<file path="src/rtl/ttt_pkg.sv">
// Shared definitions for the tic-tac-toe controller: mark codes, FSM
// state encoding, the eight winning line masks and a board cell accessor.
package ttt_pkg;

  typedef enum logic [1:0] {
    MARK_EMPTY = 2'd0,
    MARK_X     = 2'd1,
    MARK_O     = 2'd2,
    MARK_DRAW  = 2'd3
  } mark_t;

  typedef enum logic [1:0] {
    ST_PLAY  = 2'd0,
    ST_CHECK = 2'd1,
    ST_OVER  = 2'd2
  } state_t;

  localparam int unsigned N_CELLS = 9;
  localparam int unsigned N_LINES = 8;

  // Cell masks of the eight lines. Index 0..2 rows, 3..5 columns,
  // 6 main diagonal (0,4,8), 7 anti-diagonal (2,4,6).
  localparam logic [N_LINES-1:0][N_CELLS-1:0] WIN_LINES = {
    9'h054, 9'h111, 9'h124, 9'h092, 9'h049, 9'h1C0, 9'h038, 9'h007
  };

  // Mark held by cell k; out-of-range cells read as empty.
  function automatic logic [1:0] cell_of(input logic [17:0] board, input logic [3:0] k);
    logic [1:0] v;
    v = MARK_EMPTY;
    if (k < 4'd9) v = board[2*int'(k) +: 2];
    return v;
  endfunction

endpackage

</file>
<file path="src/rtl/ttt_line_check.sv">
// Combinational line detector: reports which of the eight lines are fully
// owned by a given mark and the union of their cells.
module ttt_line_check
  import ttt_pkg::*;
(
  input  logic [17:0] board,
  input  logic [1:0]  mark,
  output logic [7:0]  line_hit,
  output logic [8:0]  win_mask
);

  logic [8:0] w_owned;

  // Flag every cell that holds the queried mark.
  always_comb begin
    w_owned = '0;
    for (int k = 0; k < 9; k++) begin
      w_owned[k] = (cell_of(board, 4'(k)) == mark);
    end
  end

  // A line is hit when all its cells are owned; the mask ORs every hit line.
  always_comb begin
    line_hit = '0;
    win_mask = '0;
    for (int l = 0; l < 8; l++) begin
      line_hit[l] = ((WIN_LINES[l] & w_owned) == WIN_LINES[l]);
      if (line_hit[l]) win_mask = win_mask | WIN_LINES[l];
    end
  end

endmodule

</file>
<file path="src/rtl/ttt_game_ctrl.sv">
// Tic-tac-toe turn sequencer and sole writer of the display board.
// Accepts key moves, alternates players, detects win/draw, optionally
// forfeits idle turns, and freezes until a new game is requested.
module ttt_game_ctrl
  import ttt_pkg::*;
#(
  parameter logic [1:0]  START_MARK   = 2'd1,
  parameter int unsigned TURN_TIMEOUT = 0
)(
  input  logic        freq,
  input  logic        rst,
  input  logic        key_valid,
  input  logic [3:0]  key_cell,
  input  logic        key_new_game,
  output logic [17:0] board,
  output logic [1:0]  turn_mark,
  output logic        move_ack,
  output logic        move_err,
  output logic        turn_skip,
  output logic [3:0]  move_count,
  output logic        game_over,
  output logic [1:0]  winner,
  output logic [8:0]  win_mask
);

  // Anything other than O starts with X.
  localparam logic [1:0] FIRST_MARK = (START_MARK == 2'd2) ? 2'd2 : 2'd1;
  localparam logic       TMO_EN     = (TURN_TIMEOUT > 0);
  localparam int         CNT_W      = (TURN_TIMEOUT > 1) ? $clog2(TURN_TIMEOUT) : 1;
  localparam logic [CNT_W-1:0] CNT_LAST = TMO_EN ? CNT_W'(TURN_TIMEOUT - 1) : '0;

  state_t           r_state,     w_state_nxt;
  logic [17:0]      r_board,     w_board_nxt;
  logic [1:0]       r_turn,      w_turn_nxt;
  logic [3:0]       r_count,     w_count_nxt;
  logic             r_over,      w_over_nxt;
  logic [1:0]       r_winner,    w_winner_nxt;
  logic [8:0]       r_win_mask,  w_win_mask_nxt;
  logic             r_ack,       w_ack_nxt;
  logic             r_err,       w_err_nxt;
  logic             r_skip,      w_skip_nxt;
  logic [CNT_W-1:0] r_tmo_cnt,   w_tmo_cnt_nxt;

  logic [7:0] w_line_hit;
  logic [8:0] w_line_mask;
  logic       w_legal;
  logic       w_expire;
  logic [1:0] w_turn_other;

  ttt_line_check u_line_check (
    .board    (r_board),
    .mark     (r_turn),
    .line_hit (w_line_hit),
    .win_mask (w_line_mask)
  );

  assign w_legal      = key_valid && (key_cell <= 4'd8) && (cell_of(r_board, key_cell) == MARK_EMPTY);
  assign w_expire     = TMO_EN && (r_tmo_cnt == CNT_LAST);
  assign w_turn_other = (r_turn == MARK_X) ? MARK_O : MARK_X;

  // Next-state and next-output logic for the PLAY/CHECK/OVER sequencer.
  always_comb begin
    // NOTE: every next value is defaulted first so no path can infer a latch.
    w_state_nxt    = r_state;
    w_board_nxt    = r_board;
    w_turn_nxt     = r_turn;
    w_count_nxt    = r_count;
    w_over_nxt     = r_over;
    w_winner_nxt   = r_winner;
    w_win_mask_nxt = r_win_mask;
    w_tmo_cnt_nxt  = r_tmo_cnt;
    w_ack_nxt      = 1'b0;
    w_err_nxt      = 1'b0;
    w_skip_nxt     = 1'b0;

    if (key_new_game) begin
      // New game outranks any move on the same cycle; that move is dropped silently.
      w_state_nxt    = ST_PLAY;
      w_board_nxt    = '0;
      w_turn_nxt     = FIRST_MARK;
      w_count_nxt    = '0;
      w_over_nxt     = 1'b0;
      w_winner_nxt   = MARK_EMPTY;
      w_win_mask_nxt = '0;
      w_tmo_cnt_nxt  = '0;
    end else begin
      case (r_state)
        ST_PLAY: begin
          if (w_legal) begin
            // A legal move beats a timeout expiring on the same cycle.
            w_board_nxt[2*int'(key_cell) +: 2] = r_turn;
            w_count_nxt = (r_count == 4'd9) ? r_count : r_count + 4'd1;
            w_ack_nxt   = 1'b1;
            w_state_nxt = ST_CHECK;
          end else if (w_expire) begin
            // Forfeit; an illegal key here is swallowed so only one pulse fires.
            w_turn_nxt    = w_turn_other;
            w_skip_nxt    = 1'b1;
            w_tmo_cnt_nxt = '0;
          end else begin
            w_err_nxt = key_valid;
            if (TMO_EN) w_tmo_cnt_nxt = r_tmo_cnt + 1'b1;
          end
        end
        ST_CHECK: begin
          w_err_nxt = key_valid;
          if (|w_line_hit) begin
            w_state_nxt    = ST_OVER;
            w_over_nxt     = 1'b1;
            w_winner_nxt   = r_turn;
            w_win_mask_nxt = w_line_mask;
          end else if (r_count == 4'd9) begin
            w_state_nxt    = ST_OVER;
            w_over_nxt     = 1'b1;
            w_winner_nxt   = MARK_DRAW;
            w_win_mask_nxt = '0;
          end else begin
            w_state_nxt   = ST_PLAY;
            w_turn_nxt    = w_turn_other;
            w_tmo_cnt_nxt = '0;
          end
        end
        ST_OVER: begin
          w_err_nxt = key_valid;
        end
        default: begin
          w_state_nxt = ST_PLAY;
        end
      endcase
    end
  end

  // State and output registers with synchronous active-low reset.
  always_ff @(posedge freq) begin
    // NOTE: non-blocking assignments so every register samples pre-edge values.
    if (!rst) begin
      r_state    <= ST_PLAY;
      r_board    <= '0;
      r_turn     <= FIRST_MARK;
      r_count    <= '0;
      r_over     <= 1'b0;
      r_winner   <= MARK_EMPTY;
      r_win_mask <= '0;
      r_ack      <= 1'b0;
      r_err      <= 1'b0;
      r_skip     <= 1'b0;
      r_tmo_cnt  <= '0;
    end else begin
      r_state    <= w_state_nxt;
      r_board    <= w_board_nxt;
      r_turn     <= w_turn_nxt;
      r_count    <= w_count_nxt;
      r_over     <= w_over_nxt;
      r_winner   <= w_winner_nxt;
      r_win_mask <= w_win_mask_nxt;
      r_ack      <= w_ack_nxt;
      r_err      <= w_err_nxt;
      r_skip     <= w_skip_nxt;
      r_tmo_cnt  <= w_tmo_cnt_nxt;
    end
  end

  assign board      = r_board;
  assign turn_mark  = r_turn;
  assign move_ack   = r_ack;
  assign move_err   = r_err;
  assign turn_skip  = r_skip;
  assign move_count = r_count;
  assign game_over  = r_over;
  assign winner     = r_winner;
  assign win_mask   = r_win_mask;

endmodule

</file>
<file path="config.mk">
export PLATFORM = sky130hd
export DESIGN_NAME = ttt_game_ctrl
export DESIGN_NICKNAME = d
export VERILOG_FILES = /design/src/rtl/ttt_pkg.sv /design/src/rtl/ttt_line_check.sv /design/src/rtl/ttt_game_ctrl.sv
export SDC_FILE = /design/constraint.sdc
export NUM_CORES = 1
export LEC_CHECK = 0
export ABC_AREA = 1
export CORE_MARGIN = 1
export CORE_UTILIZATION = 39
export CTS_CLUSTER_SIZE = 8
export DETAILED_ROUTE_END_ITERATION = 7
export GPL_TIMING_DRIVEN = 0
export HOLD_SLACK_MARGIN = 0.05
export SYNTH_ARGS = -nofsm -noshare
export SYNTH_HDL_FRONTEND = slang
export SYNTH_SLANG_ARGS = --single-unit
</file>
<file path="constraint.sdc">
create_clock -name freq -period 2.3 [get_ports freq]
set_input_delay 0.575 -clock freq [delete_from_list [all_inputs] [get_ports freq]]
set_output_delay 0.575 -clock freq [all_outputs]
set_load 0.1 [all_outputs]
</file>
==> results.toml, run 1 <==
[status]
outcome = "complete, no violations"

[yosys]
syn_area_sq_um = 2560
synth_fp_nets = 430
synth-edff-count = 0
synthArstFlopShare_pct = 0
synthCells = 413
syn_avg_cell_area_sq_um = 6.20
synth_area_leaders = "dfxtp_1 31%, nand2_1 18%, nand3_1 7.8%"
synth_common_cells = "123 x nand2_1, 50 x nor2_1, 40 x dfxtp_1, 40 x nand3_1, 39 x inv_1"
synth_seq_cells = 40
synth-main-ff-cell = "dfxtp_1"
yosysTopAreaCellShare_pct = 31.3
synth.most_common_cell = "nand2_1"
synth.distinct_cells = 31
yosys_warnings = 0
yosysTopAreaCell = "dfxtp_1"
synth_seq_area_share_pct = 31.3

[cells_and_area]
layout.cells.non_filler = 545
drive_gt1_share_pct = 12.2
layout.nets = 485
num_antenna_cells = 0
final_util_pct = 51.4
area_growth_pct = 27.3

[die]
core_area_sq_um = 6350
io_pins = 47
dieArea_sq_um = 6900
rows = 29
die_h_microns = 83.1
die_w_microns = 83.1
initial_utilization_pct = 40.4

[detailed_routing]
drcViolationCount = 0
wl_microns = 7510
ant_nets = 0
wl_per_cell_microns = 13.8
avgViaCountPerCell = 5.05
vias = 2752
dr.pass1.iters = 4
drt_iter0_markers = 170

[worst_setup_path]
rrSetupSlack_ps = 330
timing.critical_path.buf_inv = 1
critical_path_required_ps = 1730
timing.rr.start = "turn_mark[0]$_SDFFE_PP1P_"
cpLargestDelayFamily = "buffers and inverters"
worstSetupEndpointType = "output port"
crit_path_top_delay_cell = "dlygate4sd2_1"
critPathArrivalTime_ps = 1610
crit_chain = "dlygate4sd2_1"
reg2reg_to = "turn_mark[0]$_SDFFE_PP1P_"
start_kind = "register"
worstPathMaxFanout = 5
reg2reg_depth = 12
slowest_delay_ps = 890
crit_cells = 1
critPathKind = "reg -> out"

[place]
dpl.hpwl_microns = 5630
dpl.cell_count = 535
gp_congestion = 0.954
portBuffers = 45
place_ws_ps = -706

[timing]
period_share_pct = 95.1
maxSlewHeadroom_pct = 35.0
whs_ps = 463
slew_violations = 0
clock.fmax_mhz = 457
finalSetupViolCount = 0
min_period_ps = 2190
finalHoldViolations = 0
grt_setup_unrepaired = "false"
worst_pin_slew_ps = 979
skew_ps = 10.4
fin_ws_ps = 113

[global_routing]
grt_pass1_wl_microns = 12700
grt_pass1_vias = 2555
antenna_found_initial = 0
grt_util_all_layers_pct = 23.0
grt_max_degree = 13
grt_overflow = 0

[power]
power.leakage_nw = 1.60
power_mw = 1.66
irDropWorstVdd_mv = 0.265
powerDensity_nw_per_um2 = 509

[cts]
tritoncts = "done"
clkTransAtPathRegs_ps = 80
h-tree-depth = 2
cts_buffers = 5
holdBufCountCts = 0
clk-insertion-delay-late_ps = 300
cts_root_buf = "clkbuf_8"
cts_sinks = 40
clock_path_buffers = 2

[worst_hold_path]
hp-class = "reg -> reg"
min_path_cells = 2
worstHoldStart = "win_mask[4]$_SDFFE_PP0P_"
min_to = "win_mask[4]$_SDFFE_PP0P_"

[run]
max_cap_violations = 0
## kinds of logic (layout without fill, tap and decap cells)
group                    count (synthesis)  count (layout)  share of synthesized area [%]
flip-flops                              40              40                           31.3
other                                    1               1                          0.146
AND/OR/NAND/NOR                        254             254                           43.8
adder cells (fa/ha/maj)                  9               9                           4.39
buffers and inverters                   58             113                           9.77
AO/OA/AOI/OAI                           48              48                           9.57
XOR/XNOR                                 3               3                           1.03
## report_power, final
group          leakage [nW]  internal, mW  switching (mW)  total, mW
registers             0.323         0.699         0.00624      0.705
clock network        0.0642         0.427           0.254      0.682
logic                  1.21        0.0766           0.196      0.273
## cell usage in the layout, fill, tap and decap left out, drive strengths merged
| cell type | synthesis | final |
|---|---|---|
| a21oi | 26 | 26 |
| a31oi | 2 | 2 |
| buf | 7 | 12 |
| bufinv | 0 | 2 |
| clkbuf | 8 | 12 |
| clkdlybuf4s50 | 0 | 4 |
| conb | 1 | 1 |
| dfxtp | 40 | 40 |
| dlygate4sd2 | 0 | 38 |
| dlymetal6s2s | 0 | 2 |
| ha | 9 | 9 |
| inv | 43 | 43 |
| nand2 | 126 | 126 |
| nand3 | 42 | 42 |
| nand3b | 3 | 3 |
| nand4 | 5 | 5 |
| nor2 | 62 | 62 |
| nor3 | 13 | 13 |
| nor4 | 3 | 3 |
| o21a | 1 | 1 |
| o21ai | 19 | 19 |
| xnor2 | 1 | 1 |
| xor2 | 2 | 2 |
## per-stage QoR
step / TNS (ps) / cell area, sq um
2_1_floorplan: 0 / 2560
3_3_place_gp: -16360 / 3110
3_5_place_dp: -16580 / 3110
4_1_cts: 0 / 3250
5_1_grt: 0 / 3260
6_report: 0 / 3260
## worst max-delay path by stage
stage / from / end
2_1_floorplan: board[9]$_SDFFE_PP0P_ / winner[0]$_SDFFE_PP0P_
3_3_place_gp: key_cell[0] / board[9]$_SDFFE_PP0P_
3_5_place_dp: key_cell[0] / board[10]$_SDFFE_PP0P_
4_1_cts: key_cell[0] / board[0]$_SDFFE_PP0P_
5_1_grt: key_cell[1] / move_count[3]$_SDFFE_PP0P_
6_report: board[9]$_SDFFE_PP0P_ / board[9]
## per-layer routing
layer,GRT usage [%],share of wire [%],up-vias
met5,0,0,-
met4,6.74,1.8,0
met3,3.08,5.6,11
met2,36.4,45,67
met1,32.5,48,1240
li1,-,-,1434
## layout make-up
class	instances	area, sq um
Fill cell	668	3090
Multi-Input combinational cell	315	1550
Sequential cell	40	803
Timing Repair Buffer	49	433
Inverter	43	166
Tap cell	77	96.3
Buffer	14	88.8
Clock buffer	5	68.8
Clock inverter	2	60.1
## state kept, by name, summed over array words and instances, names as in the netlist
register and flops:
board 18, game_over 1, move_ack 1, move_count 4, move_err 1, r_state 2, turn_mark 2, win_mask 9
winner 2
## timing repair
| item | 4_1_cts | 5_1_grt |
|---|---|---|
| gates resized for setup | 54 | 8 |
| pin swaps | 2 | 2 |
| setup buffers | 3 | 1 |
| setup endpoints to repair | 63 | 29 |
No activity file was read; power rests on OpenSTA's default activity.
==> run 2: changes to the inputs <==
--- a/config.mk
+++ b/config.mk
@@ -12,6 +12,7 @@
 export DETAILED_ROUTE_END_ITERATION = 7
 export GPL_TIMING_DRIVEN = 0
 export HOLD_SLACK_MARGIN = 0.05
+export SETUP_SLACK_MARGIN = 0.2
 export SYNTH_ARGS = -nofsm -noshare
 export SYNTH_HDL_FRONTEND = slang
 export SYNTH_SLANG_ARGS = --single-unit
==> run 2 against run 1 <==
Non-clock buffer count grew 4. First-iteration DRC count fell by 7.6%. Sequential share of layout area shrank 0.21 points. Combinational power grew 13%. Critical path type unchanged. Routed wire length is 2.2% higher. Global-route usage is 0.60 points lower. Largest cell class unchanged. Sequential cell count unchanged. Via count up 2.8%. Clock power shrank 26%. Largest power group unchanged. Design area up 3.7%. Sequential power about the same.
==> results.toml, run 2 (synthesis gave the netlist of run 1 again) <==
[global_routing]
grt_overflow = 0
antenna_found_initial = 0
grt_max_degree = 12
grt_pass1_vias = 2440
grt_pass1_wl_microns = 12300
grt_util_all_layers_pct = 22.4

[cts]
clk-insertion-delay-late_ps = 300
cts_sinks = 40
cts_buffers = 5
tritoncts = "done"
clock_path_buffers = 2
cts_root_buf = "clkbuf_8"
h-tree-depth = 2
clkTransAtPathRegs_ps = 80

[detailed_routing]
avgViaCountPerCell = 5.15
drcViolationCount = 0
wl_microns = 7670
drt_iter0_markers = 157
vias = 2830
ant_nets = 0
dr.pass1.iters = 5
wl_per_cell_microns = 14.0

[die]
initial_utilization_pct = 40.4
die_w_microns = 83.1
core_area_sq_um = 6350
rows = 29
io_pins = 47
dieArea_sq_um = 6900
die_h_microns = 83.1

[timing]
worst_pin_slew_ps = 963
setup-tns-final_ps = 0
clock.fmax_mhz = 483
grt_setup_unrepaired = "false"
finalSetupViolCount = 0
maxSlewHeadroom_pct = 36.1
slew_violations = 0
period_share_pct = 90.1
finalHoldViolations = 0
fin_ws_ps = 228
min_period_ps = 2070
skew_ps = 6.92

[worst_setup_path]
critical_path_required_ps = 1730
critPathArrivalTime_ps = 1500
crit_chain = "clkdlybuf4s15_1"
slowest_delay_ps = 830
worstPathMaxFanout = 4
timing.critical_path.buf_inv = 1
cpLargestDelayFamily = "buffers and inverters"
start_kind = "register"
worstSetupEndpointType = "output port"
critPathKind = "reg -> out"
crit_path_top_delay_cell = "clkdlybuf4s15_1"

[power]
power.leakage_nw = 1.52
powerDensity_nw_per_um2 = 449
irDropWorstVdd_mv = 0.242

[cells_and_area]
largest_reg_flops = 18
drive_gt1_share_pct = 21.6
final_cell_mix = "123 x nand2_1, 43 x nor2_1, 39 x nand3_1"
layout.nets = 489
num_antenna_cells = 0
area_growth_pct = 32.0
layout.cells.non_filler = 550
final_common_cell = "nand2_1"

[worst_hold_path]
hp-class = "reg -> reg"

[run]
max_cap_violations = 0

[place]
gp_congestion = 0.952
place_ws_ps = -741
dpl.hpwl_microns = 5630
portBuffers = 45
dpl.cell_count = 535

[status]
outcome = "complete, no violations"
run 2: cell types whose count changed in the layout (fill, tap and decap cells not counted), sizes merged:
cell,previous run,this run
buf,12,15
clkbuf,12,24
dlygate4sd2,38,14
clkdlybuf4s15,0,18
dlymetal6s2s,2,0
bufinv,2,0
run 2: worst paths after layout:
kind | slack, ps | cells after the start | end | start
setup reg to reg | 390 | 13 | turn_mark[0]$_SDFFE_PP1P_ | turn_mark[0]$_SDFFE_PP1P_
hold reg to reg | 460 | 2 | win_mask[3]$_SDFFE_PP0P_ | win_mask[3]$_SDFFE_PP0P_
setup / recovery | 230 | 1 | board[0] | board[0]$_SDFFE_PP0P_
hold / removal | 460 | 2 | win_mask[3]$_SDFFE_PP0P_ | win_mask[3]$_SDFFE_PP0P_
run 2: worst min-delay path, delay by kind of cell (launching register included):
| kind | cells | cell delay [ps] |
|---|---|---|
| AOI/OAI and AO/OA | 1 | 50 |
| DFF | 1 | 310 |
| and+or+nand+nor | 1 | 60 |
run 2: layout make-up:
cell class | instances | area (sq um)
fillers | 654 | 2970
multi-input cells | 315 | 1610
flip-flops and latches | 40 | 826
repair buffers | 52 | 484
inverters | 43 | 166
plain buffers | 15 | 114
well taps | 77 | 96.3
clock buffers | 8 | 90.1
run 2: metal layers:
| layer | up-vias | GRT usage (%) | part of all wire (%) |
|---|---|---|---|
| met5 | - | 0 | 0 |
| li1 | 1446 | - | - |
| met2 | 74 | 34.9 | 44 |
| met4 | 0 | 5.80 | 2.0 |
| met1 | 1296 | 32.2 | 49 |
| met3 | 14 | 3.38 | 4.7 |
run 2: power by group:
| part | leakage [nW] | internal (mW) | total, mW | switching, mW |
|---|---|---|---|---|
| sequential | 0.332 | 0.699 | 0.705 | 0.00647 |
| clock | 0.0455 | 0.245 | 0.505 | 0.260 |
| combinational | 1.15 | 0.0995 | 0.309 | 0.210 |
run 2: timing repair:
action,CTS,global route
endpoints found under the hold margin,0,0
gates cloned,2,0
buffers inserted,3,2
pin swaps,3,6
endpoints found under the setup margin,75,48
gates resized for setup,89,39
hold buffers,0,0
run 2: per-stage QoR:
stage	total power, mW	cell area, sq um	hold slack [ps]	util, %
final	1.52	3380	460	53.3
after global routing	1.59	3380	478	53.3
after CTS	1.50	3330	464	52.4
after detailed placement	0.979	3130	454	49.4
after global placement	0.977	3130	451	49.4
after floorplan	0.906	2590	473	-
